File: src/rtl/caliptra_ss_lc_pwr_seq.sv
// Power-up / reset sequencer for the LC controller, plus the lc_tx clock-bypass handshake.
// state | meaning: IDLE no power, LC held in reset | DELAY settle before init | INIT init requested
//       | READY LC up | RESET LC reset pulse | ERROR init timed out, waiting for reset request
module caliptra_ss_lc_pwr_seq #(
    parameter int INIT_TIMEOUT = 4096,
    parameter int DELAY_W      = 16
) (
    input  logic               clk,
    input  logic               reset_n,
    input  logic               pwrgood_i,
    input  logic               rst_req_i,
    input  logic [DELAY_W-1:0] init_delay_i,
    input  logic [7:0]         rst_len_i,
    output logic               lc_init_o,
    input  logic               lc_done_i,
    output logic               lc_rst_no,
    input  logic [3:0]         clk_byp_req_i,
    input  logic [3:0]         byp_ack_dly_i,
    output logic [3:0]         clk_byp_ack_o,
    output logic               ready_o,
    output logic               timeout_err_o
);

    localparam logic [3:0] BYP_ON  = 4'b0101;
    localparam logic [3:0] BYP_OFF = 4'b1010;
    localparam int TO_W   = (INIT_TIMEOUT > 1) ? $clog2(INIT_TIMEOUT) : 1;
    localparam int CNT_W0 = (DELAY_W > TO_W) ? DELAY_W : TO_W;
    localparam int CNT_W  = (CNT_W0 > 8) ? CNT_W0 : 8;
    localparam logic [CNT_W-1:0] TO_TC   = CNT_W'(INIT_TIMEOUT - 1);
    localparam logic [CNT_W-1:0] CNT_MAX = '1;
    localparam logic [CNT_W-1:0] CNT_ONE = 1;

    typedef enum logic [2:0] {
        IDLE  = 3'd0,
        DELAY = 3'd1,
        INIT  = 3'd2,
        READY = 3'd3,
        RESET = 3'd4,
        ERROR = 3'd5
    } state_e;

    state_e             state_q, state_d;
    logic [CNT_W-1:0]   cnt_q, cnt_d, cnt_inc;
    logic [DELAY_W-1:0] dly_q, dly_d;
    logic [7:0]         len_q, len_d, len_tc;
    logic [3:0]         bcnt_q, bcnt_d;
    logic               lc_init_q, lc_init_d;
    logic               lc_rst_n_q, lc_rst_n_d;
    logic               ready_q, ready_d;
    logic               err_q, err_d;
    logic [3:0]         ack_q, ack_d;

    // A zero length still produces a one-cycle reset pulse.
    assign len_tc  = (len_q == 8'd0) ? 8'd0 : len_q - 8'd1;
    assign cnt_inc = (cnt_q == CNT_MAX) ? cnt_q : cnt_q + CNT_ONE;

    always_comb begin
        state_d = state_q;
        cnt_d   = cnt_inc;
        dly_d   = dly_q;
        len_d   = len_q;
        case (state_q)
            IDLE: begin
                cnt_d = '0;
                if (pwrgood_i) begin
                    state_d = DELAY;
                    dly_d   = init_delay_i;
                end
            end
            DELAY: begin
                if (rst_req_i) begin
                    state_d = RESET;
                    len_d   = rst_len_i;
                    cnt_d   = '0;
                end else if (cnt_q == CNT_W'(dly_q)) begin
                    state_d = INIT;
                    cnt_d   = '0;
                end
            end
            INIT: begin
                if (rst_req_i) begin
                    state_d = RESET;
                    len_d   = rst_len_i;
                    cnt_d   = '0;
                end else if (lc_done_i) begin
                    state_d = READY;
                end else if (cnt_q == TO_TC) begin
                    state_d = ERROR;
                end
            end
            READY, ERROR: begin
                if (rst_req_i) begin
                    state_d = RESET;
                    len_d   = rst_len_i;
                    cnt_d   = '0;
                end
            end
            RESET: begin
                if (cnt_q == CNT_W'(len_tc)) begin
                    state_d = DELAY;
                    dly_d   = init_delay_i;
                    cnt_d   = '0;
                end
            end
            default: state_d = IDLE;
        endcase
        // Loss of power overrides every other transition.
        if (!pwrgood_i) begin
            state_d = IDLE;
            cnt_d   = '0;
        end

        lc_init_d  = (state_d == INIT) || (state_d == READY);
        lc_rst_n_d = (state_d != IDLE) && (state_d != RESET);
        ready_d    = (state_d == READY);
        err_d      = (state_d == ERROR);

        if ((state_d == IDLE) || (state_d == RESET) || (clk_byp_req_i != BYP_ON)) begin
            bcnt_d = 4'd0;
            ack_d  = BYP_OFF;
        end else if (bcnt_q >= byp_ack_dly_i) begin
            bcnt_d = bcnt_q;
            ack_d  = BYP_ON;
        end else begin
            bcnt_d = bcnt_q + 4'd1;
            ack_d  = BYP_OFF;
        end
    end

    always_ff @(posedge clk or negedge reset_n) begin
        if (!reset_n) begin
            state_q    <= IDLE;
            cnt_q      <= '0;
            dly_q      <= '0;
            len_q      <= '0;
            bcnt_q     <= 4'd0;
            lc_init_q  <= 1'b0;
            lc_rst_n_q <= 1'b0;
            ready_q    <= 1'b0;
            err_q      <= 1'b0;
            ack_q      <= BYP_OFF;
        end else begin
            state_q    <= state_d;
            cnt_q      <= cnt_d;
            dly_q      <= dly_d;
            len_q      <= len_d;
            bcnt_q     <= bcnt_d;
            lc_init_q  <= lc_init_d;
            lc_rst_n_q <= lc_rst_n_d;
            ready_q    <= ready_d;
            err_q      <= err_d;
            ack_q      <= ack_d;
        end
    end

    assign lc_init_o     = lc_init_q;
    assign lc_rst_no     = lc_rst_n_q;
    assign ready_o       = ready_q;
    assign timeout_err_o = err_q;
    assign clk_byp_ack_o = ack_q;

endmodule
File: config.mk
export PLATFORM = sky130hd
export DESIGN_NAME = caliptra_ss_lc_pwr_seq
export DESIGN_NICKNAME = d
export VERILOG_FILES = /design/src/rtl/caliptra_ss_lc_pwr_seq.sv
export SDC_FILE = /design/constraint.sdc
export NUM_CORES = 1
export LEC_CHECK = 0
export CORE_MARGIN = 2
export CORE_UTILIZATION = 45
export CTS_BUF_LIST = sky130_fd_sc_hd__clkbuf_8
export DETAILED_ROUTE_END_ITERATION = 10
export PLACE_DENSITY = 0.72
export SLEW_MARGIN = 20
export SYNTH_ARGS = -nofsm -noshare
export SYNTH_HDL_FRONTEND = slang
export SYNTH_SLANG_ARGS = --single-unit
File: constraint.sdc
create_clock -name clk -period 5.9 [get_ports clk]
set_input_delay 1.18 -clock clk [delete_from_list [all_inputs] [get_ports clk]]
set_output_delay 1.18 -clock clk [all_outputs]
set_load 0.01 [all_outputs]
# Word level (Yosys, flattened, before mapping)
# Index checks and enable logic that the tools add are counted.
[classes]
reduce_logical = 14
order_cmp = 1
addsub = 3
eq_ne = 18
muxes = 24
[op_table]
columns = ["op", "count"]
rows = [
  ["$mux W16", 8],
  ["$pmux W16 S4", 1],
  ["$pmux W16 S2", 1],
  ["$mux W3", 8],
  ["$add A16 B1 Y16 const B", 1],
  ["$eq A16 B12 Y1 const B", 1],
  ["$eq A16 B16 Y1", 1],
  ["$eq A16 B16 Y1 const B", 1],
  ["$eq A16 B8 Y1", 1],
  ["$mux W4", 4],
  ["$pmux W3 S5", 1],
  ["$eq A3 B2 Y1 const B", 4],
  ["$eq A3 B3 Y1 const B", 4],
  ["$logic_not A8 Y1", 1],
  ["$mux W8", 1],
  ["$sub A8 B1 Y8 const B", 1],
  ["$logic_not A3 Y1", 2],
  ["$ne A2 B2 Y1 const B", 3],
  ["$add A4 B1 Y4 const B", 1],
  ["$ge A4 B4 Y1", 1],
  ["$ne A4 B3 Y1 const B", 1],
  ["$reduce_or A4 Y1", 1],
  ["$eq A3 B1 Y1 const B", 1],
  ["$logic_or A1 B1 Y1", 3],
  ["other kinds (8)", 8],
]
[word_totals]
inputBits = 37
word_cells = 70
regBits = 55
output_inout_bits = 8

# Logic depth before layout (Yosys ltp)
# Gate-level depths: netlist of run 1.
[logic_depth]
depth_word = 10
ltp_mapped = 12
ltp_nobuf = 9

# Least setup slack after synthesis of run 1
# Ideal clock, no wire load.
[synth_timing]
path_kind = "register -> register"
from = "register len_q[0]"
to = "register ack_q[1] (netlist: clk_byp_ack_o[1])"
stages_incl_launch_ff = 12
t_arrival_ns = 2.780
synth_period_minus_slack_ns = 2.868
t_required_ns = 5.812
path_buffers = 2
slack_ns = 3.032
setup_time_ns = 0.088
path_cell_list = "dfrtp_1 clkbuf_1 inv_1 ha_1 buf_2 or3b_1 and2_1 or3_4 a2111o_1 nor3_2 a211oi_2 or3_1"
[synth_via]
elab_chain_len = 10
word_cells_on_any_way = 12
classes_between = "add/sub (1); eq/ne (2); mux (5); reduce/logical (4)"
[synth_rtl]
columns = ["item", "line_no", "source"]
rows = [
  ["start: declaration", "45", "logic [7:0] len_q, len_d, len_tc;"],
  ["start signal: assignment", "146", "len_q <= len_d;"],
  ["$sub A8 B1 Y8 / $logic_not A8 Y1 (equally long branches)", "54", "assign len_tc = (len_q == 8'd0) ? 8'd0 : len_q - 8'd1;"],
  ["$mux W8 *", "54", ""],
  ["$eq A16 B8 Y1 *", "99", "if (cnt_q == CNT_W'(len_tc)) begin"],
  ["$mux W3 *", "99", ""],
  ["$pmux W3 S5 *", "62", "case (state_q)"],
  ["$mux W3 *", "108", "if (!pwrgood_i) begin"],
  ["$eq A3 B3 Y1 / $logic_not A3 Y1 (equally long branches)", "118", "if ((state_d == IDLE) || (state_d == RESET) || (clk_byp_req_i != BYP_ON)) begin"],
  ["$logic_or A1 B1 Y1 * (2 in a row)", "118", ""],
  ["$mux W4 *", "118", ""],
  ["via ack_d[1]", "51", "logic [3:0] ack_q, ack_d;"],
  ["end signal: assignment", "152", "ack_q <= ack_d;"],
  ["end: declaration", "51", ""],
]
# The timed path passes the listed nets; every way through them passes the cells marked *.
# A chain may end at the register's enable or synchronous reset.

# Worst setup path in the final report of run 1
[layout_timing]
from = "register len_q[0]"
to = "register cnt_q[15]"
[layout_via]
elab_chain_len = 6
word_cells_on_any_way = 7
classes_between = "add/sub (1); eq/ne (1); mux (4); reduce/logical (1)"
[layout_rtl]
columns = ["item", "line_no", "source"]
rows = [
  ["$sub A8 B1 Y8 / $logic_not A8 Y1 (equally long branches)", "54", ""],
  ["$mux W8 *", "54", ""],
  ["$eq A16 B8 Y1 *", "99", ""],
  ["$mux W16 *", "99", ""],
  ["$pmux W16 S4 *", "62", ""],
  ["$mux W16 *", "108", ""],
  ["via cnt_d[15]", "43", "logic [CNT_W-1:0] cnt_q, cnt_d, cnt_inc;"],
  ["end signal: assignment", "144", "cnt_q <= cnt_d;"],
  ["end: declaration", "43", ""],
]
# Marked as above.

==> metrics.txt, run 1 <==
share of cells above drive strength 1 ~14%; number of global-route vias before repair around 2.3k; CTS max path bufs 2; Synth Area in Simple Gates 19.7%; vias post-DR approximately 2.4k; adder-cell share of the synthesized area 2.69%; routed vias/inst ~5.3; initial drt markers 104; total CTS buffers 5; CP Launch Type register; drt first pass iters 7; die area roughly 0.0079 mm2; f_max around 310 MHz; Area Growth Syn to Fin 16.7%; Post-CTS Hold Fix Bufs 0; TritonCTS clock tree built; Starting Density between 40% and 50%; final period utilization 54.4%; ANT nets after route 0; row count 30; Syn Area/Cell approximately 10 um2; core area a little under 0.007 mm2; MaxCap Viol Count 0; H-Tree Depth 2; Crit Path Class reg -> reg; Diodes inserted 0; CTS root buf clkbuf_8; Clock Pin Slew Worst Setup and Hold Paths 0.09 ns; status finished, final reports clean; pwr dens 265 mW/mm2; Clock Sink Count 53; RSZ-0062 raised after global routing no; Die X 89.0 um; clock skew slightly below 0.007 ns; total power between 1 and 1.5 mW; Final Critical Period ~3.2 ns; Pleak 1.55 nW; initial antenna violation count 0; crit path DAT between 3 and 4 ns; port buffer count 44; Fillers between 600 and 700; critical path capture point type register; DRC Markers 0; Netlist Area Pre-Place about 0.0033 mm2; crit path max fanout 16; sequential share of the synthesized area 40.8%; main combinational cell family by area after synthesis simple AND/OR/NAND/NOR gates; mean routed wirelength per cell around 14 um; Worst Path Required between 6 and 7 ns; ys flop type dfrtp_1; total track usage between 10% and 20%; multiplexer share of the synthesized area 10.1%; first-pass GRT wire length approximately 11 mm; HPWL Detailed between 4 and 5 mm; clk_lat worst skew between 0.3 and 0.4 ns; worst hold path class reg -> reg; Final Setup Violations 0; total gr overflow 0; post-cts resize count 0; Post-synth EDFFs 0; Slew @ Worst Pin ~0.69 ns; Die Y approximately 89 um; Synthesized Nets 361; Yosys reg bits 53; asr flop ratio synth 100%; XOR/XNOR share of the synthesized area 8.62%; Yosys warnings 0; WL final 6.29 mm; Final #Nets 389; I/O pins 45; Final TNS setup 0 ns; Routability Congestion between 0.8 and 0.9; Netlist cell types 62; fin. max-slew vios 0; Worst slew margin a little over half; Post-CTS Setup Inserts 0; pin count of the biggest net entering global routing 54; post-synthesis compound-gate area fraction 12.2%; final hold vios 0; instance count of the mapped netlist approximately 320; Max VDD drop roughly 0.15 mV
-- metrics by stage --
stage	utilization (%)	setup slack, ns	cells	hold WS [ns]	area [um2]
2_1_floorplan	-	3.03	317	0.501	3250
3_3_place_gp	53.2	2.66	434	0.512	3680
3_5_place_dp	53.2	2.57	434	0.524	3680
4_1_cts	54.9	2.68	442	0.545	3790
5_1_grt	54.9	2.45	442	0.567	3790
6_report	54.9	2.69	442	0.544	3790
-- cell families (layout without fill, tap and decap cells) --
| logic type | after synthesis | in the layout |
|---|---|---|
| AO/OA/AOI/OAI | 47 | 47 |
| XOR/XNOR | 32 | 32 |
| adder cells (fa/ha/maj) | 7 | 7 |
| buffers and inverters | 39 | 68 |
| flip-flops | 53 | 53 |
| multiplexers | 26 | 26 |
| AND/OR/NAND/NOR | 113 | 113 |
-- per-layer routing --
layer	global-route usage (%)	part of all wire, %
met1	23.1	48
met2	28.4	47
met5	0	0
met3	3.05	3.7
met4	4.34	0.70
-- flip-flops by register name, indices dropped and copies added, names as in the netlist --
signal and flops:
cnt_q 16, lc_rst_no 1, timeout_err_o 1, len_q 8
state_q 3, ready_o 1, lc_init_o 1, bcnt_q 4
dly_q 16, clk_byp_ack_o 2
-- cells in the mapped netlist, types with 8 or more instances --
| cell type | instances | share of area (%) |
|---|---|---|
| buf_2 | 8 | 1.2 |
| clkbuf_1 | 10 | 1.2 |
| dfrtp_1 | 52 | 40 |
| inv_1 | 15 | 1.7 |
| mux2_2 | 14 | 4.8 |
| mux2_4 | 10 | 4.6 |
| nand3_1 | 15 | 2.3 |
| nand4_1 | 8 | 1.5 |
| nor2_1 | 23 | 2.7 |
| nor3_1 | 19 | 2.9 |
| o21ai_0 | 8 | 1.2 |
| xnor2_1 | 26 | 7.0 |
-- cell usage in the layout (no fill, tap or decap), types with 3 or more instances in the layout --
| cell type | Yosys | routed |
|---|---|---|
| nor2b_1 | 5 | 5 |
| nand3_1 | 15 | 15 |
| o21ai_0 | 8 | 8 |
| mux2_2 | 14 | 14 |
| nand2b_1 | 4 | 4 |
| nor4_1 | 4 | 4 |
| nand4_1 | 8 | 8 |
| xnor2_1 | 26 | 26 |
| inv_1 | 15 | 16 |
| nand2_1 | 7 | 7 |
| nor2_1 | 23 | 23 |
| or3_1 | 4 | 4 |
| a21oi_1 | 7 | 7 |
| clkdlybuf4s50_1 | 0 | 43 |
| nor3_1 | 19 | 19 |
| mux2_4 | 10 | 10 |
| a21o_1 | 3 | 3 |
| xor2_1 | 6 | 6 |
| and2_1 | 3 | 3 |
| clkbuf_8 | 0 | 6 |
| o22ai_1 | 3 | 3 |
| ha_1 | 7 | 7 |
| a211oi_1 | 4 | 4 |
| dfrtp_1 | 52 | 52 |
-- final timing paths --
| kind | from | to | slack, ns | cells after the start |
|---|---|---|---|---|
| max | len_q[0] | cnt_q[15] | 2.69 | 9 |
| min | dly_q[6] | dly_q[6] | 0.54 | 1 |
| max reg2reg | len_q[0] | cnt_q[15] | 2.69 | 9 |
| min reg2reg | dly_q[6] | dly_q[6] | 0.54 | 1 |
| max in group asynchronous | reset_n | cnt_q[3] | 4.48 | 2 |
| min in group asynchronous | reset_n | dly_q[13] | 0.98 | 2 |
-- critical path, stage by stage (launching register included) --
cell       delay, ns
dfrtp_1         0.48
inv_1           0.09
ha_1            0.30
or3b_1          0.40
and2_1          0.18
or3_4           0.35
a2111oi_4       0.43
a21oi_1         0.14
o21ai_2         0.54
nor3_1          0.15
-- final cells by class --
cell class / instances / area [um2] / share of cell area, %
Clock buffer: 6 / 82.6 / 2.18
Multi-Input combinational cell: 225 / 1730 / 45.6
Clock inverter: 2 / 33.8 / 0.891
Tap cell: 96 / 120 / 3.17
Sequential cell: 53 / 1330 / 35.0
Timing Repair Buffer: 45 / 443 / 11.7
Inverter: 15 / 56.3 / 1.48
-- where the power goes --
part | leakage, nW | total [mW] | switching [mW] | internal, mW
combinational | 0.811 | 0.275 | 0.120 | 0.155
sequential | 0.679 | 0.477 | 0.0652 | 0.412
clock | 0.0626 | 0.254 | 0.118 | 0.137
total | 1.55 | 1.01 | 0.303 | 0.704
No activity file was read; power rests on OpenSTA's default activity.
==> run 2: changes to the inputs <==
Settings changed: PLACE_DENSITY 0.72 to 0.74.
Clock period 5.9 ns to 2.8 ns, I/O delays scaled along.
==> metrics.txt, run 2 (synthesis results as in run 1) <==
status finished, final reports clean; switching share of power a little under a third; Diodes inserted 0; mean routed wirelength per cell 14.5 um; pin count of the biggest net entering global routing 33; clock power share between 20% and 30%; CP Launch Type register; port buffer count between 40 and 50; TritonCTS clock tree built; Clock Sink Count 53; drt first pass iters 4; initial antenna violation count 0; final period utilization between 90% and 100%; crit path max fanout 5; Worst path slowest cell a2111o_1; Int Pwr 1.61 mW; HPWL Detailed between 5 and 6 mm; Starting Density 47.1%; NetSw around 0.7 mW; H-Tree Depth 2; clock skew approximately 0.0053 ns; Final Critical Period between 2 and 3 ns; Flop pwr share between 40% and 50%; total CTS buffers 5; fin worst setup slack slightly above 0.07 ns; total power 2.31 mW; CTS root buf clkbuf_8; ANT nets after route 0; core area between 0.006 and 0.007 mm2; Seq. cell area about 0.0013 mm2; Final Setup Violations 0; WL final 6.87 mm; crit-path cells inv_2, ha_4, or3b_4, and2_4, or3_4, a2111o_1, nor3_4, a211oi_2, buf_4, nor3_1; share of cells above drive strength 1 roughly a quarter; cells on worst reg2reg path 10; Area Growth Syn to Fin 26.7%; most common cell after layout, fill and taps aside dfrtp_1; final hold vios 0; multi-input logic area 0.00181 mm2; first-pass GRT wire length 11.6 mm; top flop regs cnt_q x16, dly_q x16, len_q x8; clk_lat worst skew 0.30 ns; total gr overflow 0; Fillers 608; Post-Place Setup Slack -0.0942 ns; Routability Congestion 0.865; number of global-route vias before repair 2,559; Worst slew margin roughly 68%; crit path DAT slightly below 3 ns; vias post-DR approximately 2.6k; Pleak roughly 1.7 nW; worst stage delay on the critical path 0.47 ns; placed cells 460; MaxCap Viol Count 0; critical path capture point type register; CTS max path bufs 2; worst hold path class in -> async; fin util between 50% and 60%; Cell Count, Final, Fillers Out between 400 and 500; f_max between 300 and 400 MHz; initial drt markers roughly 150; routed vias/inst approximately 5.4; die area slightly below 0.008 mm2; RSZ-0062 raised after global routing yes; Hold WS around 0.20 ns; Die Y 89.0 um; pwr dens 562 mW/mm2; most frequent cells in the layout 52 x dfrtp_1, 43 x clkdlybuf4s50_1, 29 x buf_4, 26 x xnor2_1, 23 x nor2_1; total track usage between 10% and 20%; Max VDD drop roughly 0.30 mV; Worst Path Required ~3.0 ns; I/O pins 45; power share of the combinational group between 30 and 40%; row count 30; Die X 89.0 um; Crit Path Class reg -> reg; Final #Nets 419; Slew @ Worst Pin around 0.48 ns; Clock Pin Slew Worst Setup and Hold Paths about 0.090 ns; DRC Markers 0; fin. max-slew vios 0
==> run 2: cell count changes in the layout (fill, tap and decap cells not counted), moves of 2 or more <==
cell | before | now
buf_12 | 0 | 2
buf_4 | 1 | 29
inv_1 | 16 | 14
inv_2 | 0 | 2
nor3_1 | 19 | 14
nor3_2 | 1 | 5
==> run 2: worst paths after layout <==
check                         start         to  slack, ns
min reg2reg                dly_q[5]   dly_q[5]       0.54
max reg2reg                len_q[1]  bcnt_q[2]       0.07
max in group asynchronous   reset_n   len_q[0]       1.81
min                         reset_n  cnt_q[14]       0.20
min in group clk           dly_q[5]   dly_q[5]       0.54
max                        len_q[1]  bcnt_q[2]       0.07
==> run 2: what timing repair did <==
action                                 4_1_cts  5_1_grt
resized for setup                            0       17
endpoints found under the hold margin        0        0
setup buffers                                1        3
setup endpoints to repair                   16       41
hold buffers                                 0        0
pin swaps                                    1        8
==> run 2: critical path, delay by kind of cell (launching register included) <==
| kind | cells | cell delay [ns] |
|---|---|---|
| simple gates | 5 | 1.24 |
| compound gates | 2 | 0.58 |
| flops | 1 | 0.42 |
| buf+inv | 2 | 0.27 |
| fa+ha+maj | 1 | 0.15 |
==> run 2: final cells by class <==
type	count	share of cell area (%)
clock buffer	6	2.00
clock inverter	2	0.820
multi-input combinational	225	43.9
sequential	53	32.2
tap	96	2.92
inverter	15	1.37
timing repair buffer	75	16.8
==> run 2: power groups by stage <==
stage | logic, mW | registers, mW | clock network, mW
2_1_floorplan | 0.525 | 0.946 | 0
3_3_place_gp | 0.728 | 0.968 | 0
3_5_place_dp | 0.749 | 0.973 | 0
4_1_cts | 0.761 | 0.957 | 0.549
5_1_grt | 0.894 | 0.973 | 0.574
6_report | 0.819 | 0.957 | 0.538
==> run 2: stage by stage <==
stage	TNS [ns]	area, um2
final	0	4120
after global routing	-0.337	4120
after CTS	0	4020
after detailed placement	-0.901	3880
after global placement	-0.0411	3880
after floorplan	0	3270
==> run 2: metal layers <==
metal	up-vias	GRT usage [%]	routed length, um
li1	1245	-	-
met2	72	31.3	3340
met1	1240	24.5	3140
met3	10	2.77	281
met4	0	5.83	98
met5	-	0	0
